`config.mk`:
```
export PLATFORM = sky130hd
export DESIGN_NAME = l1_mem_arbiter
export DESIGN_NICKNAME = d
export VERILOG_FILES = /design/src/rtl/mem_pkg.sv /design/src/rtl/l1_mem_arbiter.sv
export SDC_FILE = /design/constraint.sdc
export NUM_CORES = 1
export LEC_CHECK = 0
export CELL_PAD_IN_SITES_DETAIL_PLACEMENT = 0
export CELL_PAD_IN_SITES_GLOBAL_PLACEMENT = 1
export CORE_AREA = 2 2 338 340
export CTS_CLUSTER_DIAMETER = 200
export DETAILED_ROUTE_END_ITERATION = 10
export DIE_AREA = 0 0 340 342
export PLACE_DENSITY_LB_ADDON = 0.1
export REMOVE_ABC_BUFFERS = 1
export SLEW_MARGIN = 20
export SYNTH_ARGS = -nofsm -noshare
export SYNTH_HDL_FRONTEND = slang
export SYNTH_SLANG_ARGS = --single-unit
export TNS_END_PERCENT = 5
```
`constraint.sdc`:
```
create_clock -name clk_i -period 4.05 [get_ports clk_i]
set_input_delay 0.6075 -clock clk_i [delete_from_list [all_inputs] [get_ports clk_i]]
set_output_delay 0.6075 -clock clk_i [all_outputs]
set_load 0.005 [all_outputs]
```
`src/rtl/mem_pkg.sv`:
```
// mem_pkg: cache/memory transaction types and arbiter enums shared by the L1 memory path
package mem_pkg;
  localparam int ADDR_W = 32;
  localparam int BLK_W = 128;
  typedef struct packed {
    logic Valid;
    logic Wen;
    logic [ADDR_W-1:0] Addr;
    logic [BLK_W-1:0] WriteD;
  } CacheToMem_t;
  typedef struct packed {
    logic Ready;
    logic [BLK_W-1:0] ReadD;
  } MemToCache_t;
  localparam int REQ_W = $bits(CacheToMem_t);
  localparam int RSP_W = $bits(MemToCache_t);
  typedef enum logic [1:0] {ARB_IDLE, ARB_GNT_INS, ARB_GNT_DAT} arb_state_t;
  typedef enum logic {GRANT_INS, GRANT_DAT} arb_grant_t;
endpackage

```
`src/rtl/l1_mem_arbiter.sv`:
```
// l1_mem_arbiter: grants the single memory port to the L1 data or instruction cache, data first with an instr anti-starvation limit
//   clk_i     : clock, rising edge
//   rst_ni    : asynchronous active-low reset
//   InsReq_i  : instr cache request        InsResp_o : response to instr cache
//   DatReq_i  : data cache request         DatResp_o : response to data cache
//   MemReq_o  : request to main memory     MemResp_i : main-memory response
module l1_mem_arbiter
  import mem_pkg::*;
#(
  parameter int STARVE_LIMIT = 4
) (
  input  logic             clk_i,
  input  logic             rst_ni,
  input  logic [REQ_W-1:0] InsReq_i,
  output logic [RSP_W-1:0] InsResp_o,
  input  logic [REQ_W-1:0] DatReq_i,
  output logic [RSP_W-1:0] DatResp_o,
  output logic [REQ_W-1:0] MemReq_o,
  input  logic [RSP_W-1:0] MemResp_i
);
  localparam int CNT_W = $clog2(STARVE_LIMIT + 1);
  localparam logic [CNT_W-1:0] LIMIT = CNT_W'(STARVE_LIMIT);
  CacheToMem_t ins_req, dat_req;
  MemToCache_t mem_rsp, ins_rsp, dat_rsp;
  arb_state_t state_q, state_d;
  arb_grant_t grant;
  logic [CNT_W-1:0] starve_q, starve_d;
  assign ins_req = InsReq_i;
  assign dat_req = DatReq_i;
  assign mem_rsp = MemResp_i;
  // Data wins unless the instr side has already waited through LIMIT data grants.
  assign grant = dat_req.Valid && !(ins_req.Valid && starve_q == LIMIT) ? GRANT_DAT : GRANT_INS;
  always_ff @(posedge clk_i or negedge rst_ni) begin
    if (!rst_ni) begin
      state_q <= ARB_IDLE;
      starve_q <= '0;
    end else begin
      state_q <= state_d;
      starve_q <= starve_d;
    end
  end
  // The grant stays locked until memory Ready; Ready seen in IDLE is ignored.
  always_comb begin
    state_d = state_q;
    starve_d = starve_q;
    if (state_q == ARB_IDLE) begin
      if (ins_req.Valid || dat_req.Valid) begin
        state_d = grant == GRANT_DAT ? ARB_GNT_DAT : ARB_GNT_INS;
        starve_d = grant == GRANT_DAT && ins_req.Valid ? (starve_q == LIMIT ? LIMIT : starve_q + 1'b1) : '0;
      end
    end else if (mem_rsp.Ready) begin
      state_d = ARB_IDLE;
    end
  end
  assign MemReq_o = state_q == ARB_GNT_DAT ? dat_req : state_q == ARB_GNT_INS ? ins_req : CacheToMem_t'('0);
  // ReadD is broadcast; only the granted side ever sees Ready.
  assign ins_rsp = '{Ready: state_q == ARB_GNT_INS && mem_rsp.Ready, ReadD: mem_rsp.ReadD};
  assign dat_rsp = '{Ready: state_q == ARB_GNT_DAT && mem_rsp.Ready, ReadD: mem_rsp.ReadD};
  assign InsResp_o = ins_rsp;
  assign DatResp_o = dat_rsp;
  dat_hold_a: assert property (@(posedge clk_i) disable iff (!rst_ni) state_q == ARB_GNT_DAT |-> dat_req.Valid);
  ins_hold_a: assert property (@(posedge clk_i) disable iff (!rst_ni) state_q == ARB_GNT_INS |-> ins_req.Valid);
  ins_rd_only_a: assert property (@(posedge clk_i) disable iff (!rst_ni) ins_req.Valid |-> !ins_req.Wen);
endmodule
```
==> qor.csv, run 1 <==
stage,metric,value,unit
outcome,status,finished clean,
clocking,cts_tree,done,
drt,ant_nets,0,
yosys,synth_area_per_cell,7.96,um2
global_route,grt_pass1_wl,93400,um
flow_run,drv_cap,0,
setup_path,critical_path_class,reg2out,
timing,tns,0,ps
power_and_ir_drop,power_density,287,nW/um2
global_route,grt_usage,13.1,%
timing,slew_viol_final,0,
timing,finClkSkew,3.80,ps
floorplanning,dieArea,116000,um2
setup_path,crit_top_cell,buf_12,
clocking,clock-root-buffer,clkbuf_16,
yosys,synthCells,485,
clocking,htree_levels,1,
setup_path,end_kind,primary output,
floorplanning,die_h,342,um
finish,fin_cells,2224,
timing,fmax,325,MHz
yosys,netlist_area,3860,um2
setup_path,worst_path_max_delay_cell,clkdlybuf4s50_1,
floorplanning,std_cell_rows,124,
clocking,clockBufferDepth,2,
drt,detail_route.wl_per_cell,35.6,um
drt,viasPerCell,2.46,
place,io_buffers,490,
yosys,yosysTopAreaCellShare,50.0,%
setup_path,cp_top_family,buffers and inverters,
finish,utilization,7.89,%
setup_path,startpoint_type,flip-flop,
setup_path,crit_buf_inv,3,
floorplanning,core_area,113000,um2
place,place_ws,1180,ps
hold_path,hold_path_class,reg2reg,
drt,drt-total-wl,79300,um
yosys,yosysTopAreaCell,buf_4,
yosys,synth_area_leaders,"buf_4 50%, a22o_1 37%, dfrtp_1 3.2%, buf_2 2.5%, buf_6 2.3%",
clocking,postCtsSetupRepairBufs,0,
timing,finalHoldViolCount,0,
clocking,cts_hold_buf,0,
yosys,ys_ff_latch,5,
global_route,grt-ovfl-total,0,
place,gp_congestion,0.743,
yosys,seq_area_frac_synth,3.24,%
finish,diodes,0,
finish,final_cell_area,8920,um2
drt,drt_iter0_drc,425,
clocking,clkTransAtPathRegs,30,ps
floorplanning,io_pins,875,
finish,nets,1170,
drt,vias,5463,
timing,worstMarginPinSlew,534,ps
drt,dr.pass1.iters,4,
place,dp.cells,2220,
yosys,yosys_warnings,0,
floorplanning,start_util,3.41,%
place,hpwl,67600,um
setup_path,worst_ep_required_time,3440,ps
timing,slew_headroom,64.3,%
clocking,cts_sinks,5,
power_and_ir_drop,total_power,2.56,mW
setup_path,cp_max_fo,20,
drt,drc,0,
clocking,cts_inserted_buffers,3,
clocking,cts_resized,0,
power_and_ir_drop,peakVddDrop,102,uV
timing,setup_viol_count_final,0,
global_route,grt_start_max_net_pins,36,
setup_path,arrival,2470,ps
floorplanning,die_w,340,um
setup_path,crit_path_cell_trace,nor2b_4 -> buf_12 -> buf_12 -> a22o_1 -> clkdlybuf4s50_1,
finish,drive_above_1_share,4.21,%
setup_path,critPathMaxStageDelay,580,ps
global_route,antenna_found_initial,8,
timing,fin_crit,3070,ps
timing,rsz0062_at_grt,no,
place,place_area,8840,um2
power_and_ir_drop,p_leak,2.85,nW
yosys,yosysUniqueCellTypes,23,
timing,hold_ws,555,ps
timing,setup_ws,977,ps
finish,area_growth,131,%
clocking,insertion_delay,230,ps
timing,fin_crit_sh,75.9,%
global_route,grt_pass1_vias,5499,
==> layout make-up <==
class | count | area, um2
clock buffer | 4 | 78.8
fill | 13200 | 104000
inverter | 5 | 18.8
multi-input combinational | 184 | 1580
sequential | 5 | 125
tap | 1512 | 1890
timing repair buffer | 514 | 5220
==> state kept, by name, indices dropped and copies added (netlist names) <==
| register | count |
|---|---|
| starve_q | 3 |
| state_q | 2 |
==> cells in the final DEF (no fill, tap or decap) <==
cell type        instances
inv_1                    5
and2_1                   1
o21ai_0                  2
clkbuf_16                3
and4_1                   1
nor3_1                   1
nor2_4                   1
nor2b_1                  1
nor2_1                   1
dfrtp_1                  5
nor3b_1                  1
a31oi_1                  1
nand3_1                  2
nor2b_4                  1
buf_12                  11
clkdlybuf4s50_1        490
nand2_1                  3
ha_1                     2
clkbuf_1                 1
buf_4                   13
o2bb2ai_1                1
mux2_2                   1
a22o_1                 163
a32o_1                   1
==> worst reg2reg max path, delay by kind of cell, from the launching register on <==
| kind | cells | cell delay [ps] |
|---|---|---|
| simple gates | 2 | 320 |
| fa+ha+maj | 1 | 210 |
| flops | 1 | 370 |
| buf+inv | 1 | 80 |
| mux | 1 | 260 |
==> power breakdown <==
| part | internal [mW] | switching (mW) | leakage [nW] | total, mW |
|---|---|---|---|---|
| Sequential | 0.0640 | 0.0160 | 0.0657 | 0.0800 |
| Combinational | 1.39 | 0.927 | 2.74 | 2.31 |
| Clock | 0.130 | 0.0315 | 0.0382 | 0.162 |
| Total | 1.58 | 0.974 | 2.85 | 2.56 |
==> metal layers <==
layer	part of all wire [%]	up-vias	wire (um)	track usage (%)
met5	1.5	-	1200	9.15
met4	1.2	34	944	2.13
met3	25	78	19600	15.4
met2	39	953	30800	17.9
met1	34	2438	26700	12.3
li1	-	1960	-	-
==> kinds of logic after synthesis <==
family,share of synthesized area (%)
compound gates,37.9
fa+ha+maj,0.648
buf+inv,55.9
flops,3.24
mux,0.292
simple gates,1.98
==> final timing paths <==
check,slack (ps),depth (start not counted),endpoint,startpoint
worst max-delay path,980,5,MemReq_o[88],state_q[0]
worst min-delay path,550,1,starve_q[1],starve_q[1]
worst max register to register,2680,5,starve_q[0],starve_q[0]
worst min register to register,550,1,starve_q[1],starve_q[1]
max in group asynchronous,3200,1,state_q[0],rst_ni
min in group asynchronous,630,1,starve_q[1],rst_ni
==> cell usage after synthesis <==
library cell    n
buf_4         257
a22o_1        163
buf_2          19
buf_6           8
buf_1           6
dfrtp_1         5
inv_1           5
nand2_1         3
ha_1            2
nand3_1         2
nor2b_1         2
o21ai_0         2
a31oi_1         1
a32o_1          1
and2_1          1
and4_1          1
clkbuf_1        1
mux2_2          1
nor2_1          1
nor2_4          1
nor3_1          1
nor3b_1         1
o2bb2ai_1       1
(Power assumes the default switching activity.)
==> run 2: changes to the inputs <==
==> constraint.sdc (replaced) <==
create_clock -name clk_i -period 2.65 [get_ports clk_i]
set_input_delay 0.3975 -clock clk_i [delete_from_list [all_inputs] [get_ports clk_i]]
set_output_delay 0.3975 -clock clk_i [all_outputs]
set_load 0.005 [all_outputs]
==> qor.csv, run 2 (same netlist as run 1, synthesis figures left out) <==
stage,metric,value,unit,change
timing,setup_viol_count_final,0,,unchanged
clocking,htree_levels,1,,unchanged
global_route,antenna_found_initial,10,,was 8
finish,diodes,0,,unchanged
setup_path,worst_ep_required_time,2250,ps,was 3440 ps
global_route,grt_usage,13.0,%,was 13.1%
finish,area_growth,134,%,was 131%
timing,finalHoldViolCount,0,,unchanged
finish,largest_register,starve_q,,unchanged
setup_path,regToRegSetupSlack,1320,ps,was 2680 ps
finish,final_common_cell,clkdlybuf4s50_1,,unchanged
floorplanning,dieArea,116000,um2,unchanged
timing,slew_headroom,70.2,%,was 64.3%
place,gp_congestion,0.760,,was 0.743
drt,drt_iter0_drc,313,,was 425
global_route,grt_pass1_wl,92700,um,was 93400 um
timing,fmax,392,MHz,
setup_path,arrival,2160,ps,was 2470 ps
place,io_buffers,490,,unchanged
power_and_ir_drop,power_density,447,nW/um2,was 287 nW/um2
finish,utilization,7.98,%,was 7.89%
timing,finClkSkew,2.17,ps,was 3.80 ps
floorplanning,die_w,340,um,unchanged
setup_path,r2r-start,starve_q[0],,unchanged
clocking,insertion_delay,220,ps,was 230 ps
place,place_area,8810,um2,was 8840 um2
outcome,status,finished clean,,unchanged
drt,dr.pass1.iters,4,,unchanged
drt,vias,5473,,was 5463
finish,largest_register_ffs,3,,unchanged
floorplanning,die_h,342,um,unchanged
setup_path,cp_max_fo,33,,was 20
power_and_ir_drop,intPower,2.49,mW,was 1.58 mW
setup_path,timing.rr.end,starve_q[0],,unchanged
finish,final_cell_area,9020,um2,was 8920 um2
power_and_ir_drop,seqPwrFrac,3.0,%,was 3.1%
power_and_ir_drop,switchingPower,1.54,mW,was 974 uW
global_route,grt-ovfl-total,0,,unchanged
timing,tns,0,ps,unchanged
setup_path,end_kind,primary output,,unchanged
power_and_ir_drop,peakVddDrop,113,uV,was 102 uV
place,hpwl,67400,um,was 67600 um
power_and_ir_drop,clkPwrFrac,6.1,%,was 6.3%
finish,nets,1174,,was 1170
drt,drc,0,,unchanged
power_and_ir_drop,netSwitchingFraction,38.3,%,was 38.1%
drt,detail_route.wl_per_cell,36.2,um,was 35.6 um
floorplanning,std_cell_rows,124,,unchanged
drt,drt-total-wl,80700,um,was 79300 um
power_and_ir_drop,p_leak,2.91,nW,was 2.85 nW
clocking,clockBufferDepth,2,,unchanged
floorplanning,start_util,3.41,%,unchanged
finish,mostFrequentLayoutCells,"488 x clkdlybuf4s50_1, 163 x a22o_1, 14 x buf_4",,"was 490 x clkdlybuf4s50_1, 163 x a22o_1, 13 x buf_4"
setup_path,rr_worst_depth,5,,unchanged
timing,fin_crit_sh,96.3,%,
timing,slew_viol_final,0,,unchanged
floorplanning,io_pins,875,,unchanged
setup_path,startpoint_type,flip-flop,,unchanged
floorplanning,core_area,113000,um2,unchanged
finish,fillerInstances,13200,,about the same
flow_run,drv_cap,0,,unchanged
global_route,grt_pass1_vias,5360,,was 5499
finish,drive_above_1_share,4.89,%,was 4.21%
global_route,grt_start_max_net_pins,40,,was 36
finish,top_regs,"starve_q (3), state_q (2)",,unchanged
clocking,cts_sinks,5,,unchanged
setup_path,critical_path_class,reg2out,,unchanged
timing,worstMarginPinSlew,445,ps,was 534 ps
clocking,cts_inserted_buffers,3,,unchanged
drt,ant_nets,0,,unchanged
clocking,clock-root-buffer,clkbuf_16,,unchanged
timing,rsz0062_at_grt,no,,unchanged
timing,fin_crit,2550,ps,
drt,viasPerCell,2.46,,about the same
power_and_ir_drop,total_power,4.03,mW,was 2.56 mW
clocking,clkTransAtPathRegs,30,ps,about the same
clocking,cts_hold_buf,0,,unchanged
clocking,cts_tree,done,,unchanged
hold_path,hold_path_class,in2async,,was reg2reg
power_and_ir_drop,pwr-share-comb,90.9,%,was 90.5%
## run 2: changes by cell type in the layout (fill, tap and decap cells not counted), sizes merged
cell           before  now
dlymetal6s2s        0    1
dlygate4sd2         0    1
clkdlybuf4s50     490  488
clkbuf              4    8
## run 2: layout make-up
cell class | instances | area [um2] | area share, %
Timing Repair Buffer | 518 | 5330 | 59.0
Clock buffer | 4 | 78.8 | 0.873
Multi-Input combinational cell | 184 | 1580 | 17.5
Inverter | 5 | 18.8 | 0.208
Tap cell | 1512 | 1890 | 21.0
Sequential cell | 5 | 126 | 1.40
## run 2: worst max path at each step
| stage | from | endpoint | slack [ps] | depth (start not counted) |
|---|---|---|---|---|
| floorplan | state_q[0] | MemReq_o[0] | -4190 | 2 |
| global route | state_q[0] | MemReq_o[103] | 2 | 5 |
| CTS | state_q[1] | MemReq_o[100] | 8 | 6 |
| finish | state_q[0] | MemReq_o[103] | 100 | 5 |
| detailed placement | MemResp_i[128] | DatResp_o[128] | 170 | 4 |
| global placement | state_q[0] | MemReq_o[103] | 140 | 5 |
## run 2: layer usage
layer / vias up / GRT usage (%) / routed length [um]
met5: - / 9.60 / 1660
met4: 38 / 2.22 / 1220
met3: 91 / 15.7 / 20100
met2: 912 / 17.6 / 31100
met1: 2459 / 12.1 / 26500
li1: 1973 / - / -
## run 2: timing repair
action	4_1_cts	5_1_grt
cloned	0	4
setup buffers	0	3
resized for setup	3	2
endpoints found under the setup margin	11	43
hold endpoints to repair	0	0
pin swaps	0	1
## run 2: worst max-delay path, stage by stage, from the launching register on
cell             delay [ps]
dfrtp_2                 420
nor2b_4                 260
buf_12                  210
buf_16                  220
a22o_1                  220
clkdlybuf4s50_1         530
## run 2: through the flow
stage / instances / hold WS (ps) / setup WS (ps)
after global placement: 2217 / 551 / 138
after CTS: 2221 / 476 / 7.73
after global routing: 2228 / 483 / 2.15
after detailed placement: 2217 / 542 / 174
final: 2228 / 457 / 97.0
after floorplan: 194 / 102 / -4190
## run 2: power groups by stage
stage,sequential [mW],combinational (mW),clock (mW)
floorplan,0.115,1.07,0
global placement,0.124,3.69,0
detailed placement,0.122,3.59,0
CTS,0.122,3.62,0.251
global route,0.125,3.95,0.258
finish,0.121,3.66,0.246
